**src/rtl/video_pkg.sv**
```systemverilog
// Shared types for the video mode controller: resolution codes,
// window table, register addresses and controller states.
package video_pkg;

  typedef enum logic [1:0] {
    RES_256X192 = 2'd0,
    RES_320X200 = 2'd1,
    RES_320X240 = 2'd2,
    RES_360X288 = 2'd3
  } res_e;

  typedef enum logic [1:0] {
    ST_IDLE   = 2'd0,
    ST_PEND   = 2'd1,
    ST_SETTLE = 2'd2
  } vstate_e;

  localparam logic [1:0] ADDR_VCONFIG = 2'd0;
  localparam logic [1:0] ADDR_HINT    = 2'd1;
  localparam logic [1:0] ADDR_VINT_L  = 2'd2;
  localparam logic [1:0] ADDR_VINT_H  = 2'd3;

  typedef struct packed {
    logic [8:0] hbeg;
    logic [8:0] hend;
    logic [8:0] vbeg;
    logic [8:0] vend;
  } win_t;

  localparam win_t WIN_256X192 = '{
    hbeg: 9'd140, hend: 9'd396,
    vbeg: 9'd80,  vend: 9'd272
  };
  localparam win_t WIN_320X200 = '{
    hbeg: 9'd108, hend: 9'd428,
    vbeg: 9'd76,  vend: 9'd276
  };
  localparam win_t WIN_320X240 = '{
    hbeg: 9'd108, hend: 9'd428,
    vbeg: 9'd56,  vend: 9'd296
  };
  localparam win_t WIN_360X288 = '{
    hbeg: 9'd88,  hend: 9'd448,
    vbeg: 9'd32,  vend: 9'd320
  };

endpackage

```
**src/rtl/video_mode_ctrl_if.sv**
```systemverilog
// CPU register write bus into the video mode controller.
interface video_mode_ctrl_if;
  logic       wr_en;
  logic [1:0] wr_addr;
  logic [7:0] wr_data;

  modport master (
    output wr_en,
    output wr_addr,
    output wr_data
  );

  modport slave (
    input wr_en,
    input wr_addr,
    input wr_data
  );
endinterface

```
**src/rtl/video_res_lut.sv**
```systemverilog
// Resolution code to pixel window lookup, in hcount units.
module video_res_lut
  import video_pkg::*;
(
  input  logic [1:0] rres,
  output win_t       win
);

  always_comb begin
    win = WIN_256X192;
    unique case (res_e'(rres))
      RES_256X192: win = WIN_256X192;
      RES_320X200: win = WIN_320X200;
      RES_320X240: win = WIN_320X240;
      RES_360X288: win = WIN_360X288;
    endcase
  end

endmodule

```
**src/rtl/video_mode_ctrl.sv**
```systemverilog
// Shadow/commit controller for raster video parameters with a
// post-resolution-change graphics mute window.
module video_mode_ctrl
  import video_pkg::*;
#(
  parameter int unsigned SETTLE_FRAMES = 1,
  parameter logic [1:0]  RES_DEFAULT   = 2'd0
) (
  input  logic       clk,
  input  logic       rst_n,
  input  logic       frame_stb,
  video_mode_ctrl_if.slave cpu,
  output logic [8:0] hpix_beg,
  output logic [8:0] hpix_end,
  output logic [8:0] vpix_beg,
  output logic [8:0] vpix_end,
  output logic [8:0] hpix_beg_ts,
  output logic [8:0] hpix_end_ts,
  output logic [8:0] vpix_beg_ts,
  output logic [8:0] vpix_end_ts,
  output logic [7:0] hint_beg,
  output logic [8:0] vint_beg,
  output logic       nogfx,
  output logic       pending,
  output logic       settling
);

  localparam logic [2:0] CNT_LOAD = 3'(SETTLE_FRAMES);

  logic [1:0] sh_rres_q, sh_rres_d;
  logic       sh_nogfx_q, sh_nogfx_d;
  logic [7:0] sh_hint_q, sh_hint_d;
  logic [8:0] sh_vint_q, sh_vint_d;
  logic [1:0] cm_rres_q, cm_rres_d;
  logic       cm_nogfx_q, cm_nogfx_d;
  logic [7:0] cm_hint_q, cm_hint_d;
  logic [8:0] cm_vint_q, cm_vint_d;
  logic       pend_q, pend_d;
  logic [2:0] cnt_q, cnt_d;
  vstate_e    state_q, state_d;
  logic       commit;
  logic       res_chg;
  win_t       win;

  always_ff @(posedge clk or negedge rst_n) begin
    if (!rst_n) begin
      sh_rres_q  <= RES_DEFAULT;
      sh_nogfx_q <= 1'b0;
      sh_hint_q  <= '0;
      sh_vint_q  <= '0;
      cm_rres_q  <= RES_DEFAULT;
      cm_nogfx_q <= 1'b0;
      cm_hint_q  <= '0;
      cm_vint_q  <= '0;
      pend_q     <= 1'b0;
      cnt_q      <= '0;
      state_q    <= ST_IDLE;
    end else begin
      sh_rres_q  <= sh_rres_d;
      sh_nogfx_q <= sh_nogfx_d;
      sh_hint_q  <= sh_hint_d;
      sh_vint_q  <= sh_vint_d;
      cm_rres_q  <= cm_rres_d;
      cm_nogfx_q <= cm_nogfx_d;
      cm_hint_q  <= cm_hint_d;
      cm_vint_q  <= cm_vint_d;
      pend_q     <= pend_d;
      cnt_q      <= cnt_d;
      state_q    <= state_d;
    end
  end

  always_comb begin
    sh_rres_d  = sh_rres_q;
    sh_nogfx_d = sh_nogfx_q;
    sh_hint_d  = sh_hint_q;
    sh_vint_d  = sh_vint_q;
    cm_rres_d  = cm_rres_q;
    cm_nogfx_d = cm_nogfx_q;
    cm_hint_d  = cm_hint_q;
    cm_vint_d  = cm_vint_q;
    pend_d     = pend_q;
    cnt_d      = cnt_q;
    state_d    = state_q;

    // Commit always takes the pre-write shadow.
    commit  = frame_stb && pend_q;
    res_chg = commit && (sh_rres_q != cm_rres_q);

    if (commit) begin
      cm_rres_d  = sh_rres_q;
      cm_nogfx_d = sh_nogfx_q;
      cm_hint_d  = sh_hint_q;
      cm_vint_d  = sh_vint_q;
    end

    if (cpu.wr_en) begin
      unique case (cpu.wr_addr)
        ADDR_VCONFIG: begin
          sh_rres_d  = cpu.wr_data[1:0];
          sh_nogfx_d = cpu.wr_data[5];
        end
        ADDR_HINT:   sh_hint_d = cpu.wr_data;
        ADDR_VINT_L: sh_vint_d[7:0] = cpu.wr_data;
        ADDR_VINT_H: sh_vint_d[8] = cpu.wr_data[0];
      endcase
    end

    if (commit) pend_d = cpu.wr_en;
    else if (cpu.wr_en) pend_d = 1'b1;

    unique case (state_q)
      ST_IDLE: begin
        if (cpu.wr_en) state_d = ST_PEND;
      end
      ST_PEND: begin
        if (res_chg) begin
          state_d = ST_SETTLE;
          cnt_d   = CNT_LOAD;
        end else if (commit) begin
          state_d = pend_d ? ST_PEND : ST_IDLE;
        end
      end
      ST_SETTLE: begin
        if (res_chg) begin
          cnt_d = CNT_LOAD;
        end else if (frame_stb) begin
          if (cnt_q <= 3'd1) begin
            cnt_d   = '0;
            state_d = pend_d ? ST_PEND : ST_IDLE;
          end else begin
            cnt_d = cnt_q - 3'd1;
          end
        end
      end
      default: state_d = ST_IDLE;
    endcase
  end

  video_res_lut u_lut (
    .rres (cm_rres_q),
    .win  (win)
  );

  assign hpix_beg    = win.hbeg;
  assign hpix_end    = win.hend;
  assign vpix_beg    = win.vbeg;
  assign vpix_end    = win.vend;
  assign hpix_beg_ts = win.hbeg;
  assign hpix_end_ts = win.hend;
  assign vpix_beg_ts = win.vbeg;
  assign vpix_end_ts = win.vend;
  assign hint_beg    = cm_hint_q;
  assign vint_beg    = cm_vint_q;
  assign settling    = (state_q == ST_SETTLE);
  assign pending     = pend_q;
  assign nogfx       = cm_nogfx_q | settling;

endmodule

```
**src/flat_wrapper.sv**
```systemverilog
// flat-port wrapper written by rule: the top's interface ports become plain ports
module video_mode_ctrl_flat import video_pkg::*;
#(
  parameter int unsigned SETTLE_FRAMES = 1,
  parameter logic [1:0]  RES_DEFAULT   = 2'd0
)
  (clk, rst_n, frame_stb, hpix_beg, hpix_end, vpix_beg, vpix_end, hpix_beg_ts, hpix_end_ts, vpix_beg_ts, vpix_end_ts, hint_beg, vint_beg, nogfx, pending, settling, cpu_wr_en, cpu_wr_addr, cpu_wr_data);
  video_mode_ctrl_if cpu_i ();
  input  logic clk;
  input  logic rst_n;
  input  logic frame_stb;
  output logic [8:0] hpix_beg;
  output logic [8:0] hpix_end;
  output logic [8:0] vpix_beg;
  output logic [8:0] vpix_end;
  output logic [8:0] hpix_beg_ts;
  output logic [8:0] hpix_end_ts;
  output logic [8:0] vpix_beg_ts;
  output logic [8:0] vpix_end_ts;
  output logic [7:0] hint_beg;
  output logic [8:0] vint_beg;
  output logic nogfx;
  output logic pending;
  output logic settling;
  input wire logic [$bits(cpu_i.wr_en)-1:0] cpu_wr_en;
  input wire logic [$bits(cpu_i.wr_addr)-1:0] cpu_wr_addr;
  input wire logic [$bits(cpu_i.wr_data)-1:0] cpu_wr_data;
  assign cpu_i.wr_en = cpu_wr_en;
  assign cpu_i.wr_addr = cpu_wr_addr;
  assign cpu_i.wr_data = cpu_wr_data;
  video_mode_ctrl #(.SETTLE_FRAMES(SETTLE_FRAMES), .RES_DEFAULT(RES_DEFAULT)) u_core (.clk(clk), .rst_n(rst_n), .frame_stb(frame_stb), .cpu(cpu_i), .hpix_beg(hpix_beg), .hpix_end(hpix_end), .vpix_beg(vpix_beg), .vpix_end(vpix_end), .hpix_beg_ts(hpix_beg_ts), .hpix_end_ts(hpix_end_ts), .vpix_beg_ts(vpix_beg_ts), .vpix_end_ts(vpix_end_ts), .hint_beg(hint_beg), .vint_beg(vint_beg), .nogfx(nogfx), .pending(pending), .settling(settling));
endmodule
```
**config.mk**
```make
export PLATFORM = sky130hd
export DESIGN_NAME = video_mode_ctrl_flat
export DESIGN_NICKNAME = d
export VERILOG_FILES = /design/src/rtl/video_pkg.sv /design/src/rtl/video_mode_ctrl_if.sv /design/src/rtl/video_res_lut.sv /design/src/rtl/video_mode_ctrl.sv /design/src/flat_wrapper.sv
export SDC_FILE = /design/constraint.sdc
export NUM_CORES = 1
export LEC_CHECK = 0
export CAP_MARGIN = 40
export CORE_ASPECT_RATIO = 1.4
export CORE_MARGIN = 5
export CORE_UTILIZATION = 43
export CTS_CLUSTER_SIZE = 25
export DETAILED_ROUTE_END_ITERATION = 8
export GPL_TIMING_DRIVEN = 0
export PLACE_DENSITY = 0.82
export SYNTH_ARGS = -nofsm -noshare
export SYNTH_HDL_FRONTEND = slang
export SYNTH_SLANG_ARGS = --single-unit
```
**constraint.sdc**
```tcl
create_clock -name clk -period 1.9 [get_ports clk]
set_input_delay 0.475 -clock clk [delete_from_list [all_inputs] [get_ports clk]]
set_output_delay 0.475 -clock clk [all_outputs]
set_load 0.02 [all_outputs]
```
==> reports/qor.yml <==
diodes: 0
rrSetupSlack_ns: 0.32
area_growth_pct: 49.0
grt_pass1_wl_mm: 8.31
crit_path_end_kind: "output port"
drcViolationCount: 0
synthesis.area_sq_um: 2490
multiInputGateArea_sq_um: 1020
avgSynthCellArea_sq_um: 12.0
post-route-min-period_ns: 1.99
p_per_area_nw_per_um2: 1330
die_h_um: 100
place_congestion: 0.744
die_w_um: 74.3
htree_levels: 2
clk_latency_ns: 0.30
ys_top_cells_by_area: "dfrtp_1 (46%), buf_4 (19%), mux2_2 (18%)"
core-area_sq_um: 5570
rsz0062_at_grt: "true"
synthArstFlopShare_pct: 100
grt_pass1_vias: 1782
max_freq_mhz: 502
grt_use_total_pct: 14.2
dr.pass1.iters: 2
ios: 106
max-cap-violations: 0
critPathKind: "flop to output port"
final_hold_viol_count: 0
rows: 32
grt_max_degree: 40
final_cell_mix: "buf_4 (70), dfrtp_1 (44), mux2_2 (40)"
root_buffer: "clkbuf_8"
worst-path-max-fanout: 6
tritoncts: "yes"
overflow: 0
clkTransAtPathRegs_ns: 0.09
finClkSkew_ns: 0.00659
n_fill_cell: 425
drt_first_iter_violations: 17
routed_wl_mm: 5.18
fin_ws_ns: -0.0906
status: "finished with violations"
synth_seq_cells: 46
min-delay-start: "u_core.sh_hint_q[7]"
r2r_end: "u_core.cnt_q[0]"
fin_crit_sh_pct: 105
hold_path_end: "u_core.hint_beg[7]"
antenna_found_initial: 0
hp-class: "flop to flop"
synthFlopType: "dfrtp_1"
p_leak_nw: 1.83
r2r-start: "u_core.cm_rres_q[1]"
start_util_pct: 44.7
synth_cells: 207
ys_seq_area_share_pct: 46.3
die-area_sq_um: 7430
cp_data_arrival_time_ns: 1.52
clock_path_buffers: 2
layout.nets: 351
placed_cell_area_sq_um: 3420
final_common_cell: "buf_4"
post_drt_wl_per_cell_um: 13.0
synth_cell_type_count: 34
viasPerCell: 4.46
area.sequential_sq_um: 1150
io_buffers: 71
via_count: 1780
finish.utilization_pct: 66.6
crit_path_start_kind: "flop"
final_antenna_net_count: 0
setup_viol: 7
crit_required_ns: 1.42
design_area_sq_um: 3710
drive_gt1_share_pct: 55.0
violations: "negative setup slack"
min_path_cells: 1
drv_slew: 0
synth_edf_count: 0
worstRegToRegCells: 6
cp-startpoint: "u_core.cm_rres_q[1]"
ir_drop_mv: 0.989
post-dp-hpwl_mm: 3.98
yosysWarnings: 0
numCtsBuffers: 5
yosys.area.top_type: "dfrtp_1"
synth_top_area_share_pct: 46.3
clock-sinks: 46
routing by layer:
| metal | wire length (um) | GRT usage (%) |
|---|---|---|
| met1 | 1690 | 14.3 |
| met2 | 2680 | 26.3 |
| met4 | 88 | 6.58 |
| met3 | 722 | 4.01 |
| met5 | 0 | 0 |
how the worst max path moves through the flow:
| stage | end | slack, ns | depth (start not counted) |
|---|---|---|---|
| floorplan | vpix_beg_ts[6] | 0.03 | 4 |
| global placement | u_core.hint_beg[0] | -0.80 | 1 |
| detailed placement | vpix_end_ts[4] | -0.41 | 5 |
| CTS | vpix_beg_ts[4] | -0.14 | 5 |
| global route | vpix_beg_ts[4] | -0.14 | 5 |
| finish | vpix_beg_ts[4] | -0.09 | 5 |
per-stage QoR:
step	setup slack (ns)	hold WS, ns	TNS (ns)	power [mW]	std cells
floorplan	0.0338	0.179	0	2.86	239
global placement	-0.803	0.480	-42.70	3.83	378
detailed placement	-0.414	0.332	-6.80	3.89	379
CTS	-0.144	0.00570	-0.661	4.88	395
global route	-0.137	0.521	-0.780	5.21	399
finish	-0.0906	0.506	-0.393	4.92	399
cells in the mapped netlist (2+ instances only):
cell type / count
a21o_1: 2
a21oi_1: 3
buf_2: 2
buf_4: 62
conb_1: 2
dfrtp_1: 46
ha_1: 7
inv_1: 7
mux2_2: 40
nand2_1: 2
nand2_2: 2
nand2b_1: 2
nand3b_1: 3
nand3b_2: 2
nor2_1: 3
o211ai_1: 2
or2_2: 2
xor2_1: 2
cell families (layout without fill, tap and decap cells):
| group | count (synthesis) | after routing | synth area share [%] |
|---|---|---|---|
| fa+ha+maj | 7 | 7 | 3.52 |
| buf+inv | 72 | 164 | 20.4 |
| xor+xnor | 2 | 2 | 0.704 |
| flops | 46 | 46 | 46.3 |
| other cells | 2 | 34 | 0.302 |
| simple gates | 23 | 23 | 6.38 |
| mux | 40 | 40 | 18.1 |
| compound gates | 15 | 15 | 4.37 |
state kept, by name, summed over array words and instances (netlist names):
signal	count
u_core.cm_nogfx_q	1
u_core.sh_hint_q	8
u_core.hint_beg	8
u_core.state_q	2
u_core.sh_rres_q	2
u_core.cnt_q	3
u_core.sh_nogfx_q	1
u_core.vint_beg	9
u_core.cm_rres_q	2
u_core.pending	1
u_core.sh_vint_q	9
power by group:
part / switching, mW / internal, mW
Sequential: 0.172 / 1.22
Combinational: 1.23 / 1.40
Clock: 0.327 / 0.561
final cells by class:
type | count | share of cell area [%]
Sequential cell | 46 | 31.1
Clock buffer | 6 | 2.23
Timing Repair Buffer | 84 | 20.9
Multi-Input combinational cell | 121 | 27.6
Tap cell | 68 | 2.29
Inverter | 8 | 0.978
Buffer | 64 | 13.3
Clock inverter | 2 | 1.62
critical path: stages, from the launching register on:
cell,delay [ns]
dfrtp_2,0.44
buf_6,0.13
ha_4,0.17
or2_4,0.25
buf_6,0.12
buf_6,0.12
repair_timing:
action                                  CTS  global route
endpoints found under the setup margin   40            22
gates resized for setup                 169            19
hold buffers                              0             1
setup buffers                             8             3
pin swaps                                 2             3
hold endpoints to repair                  0             3
(Power assumes the default switching activity.)
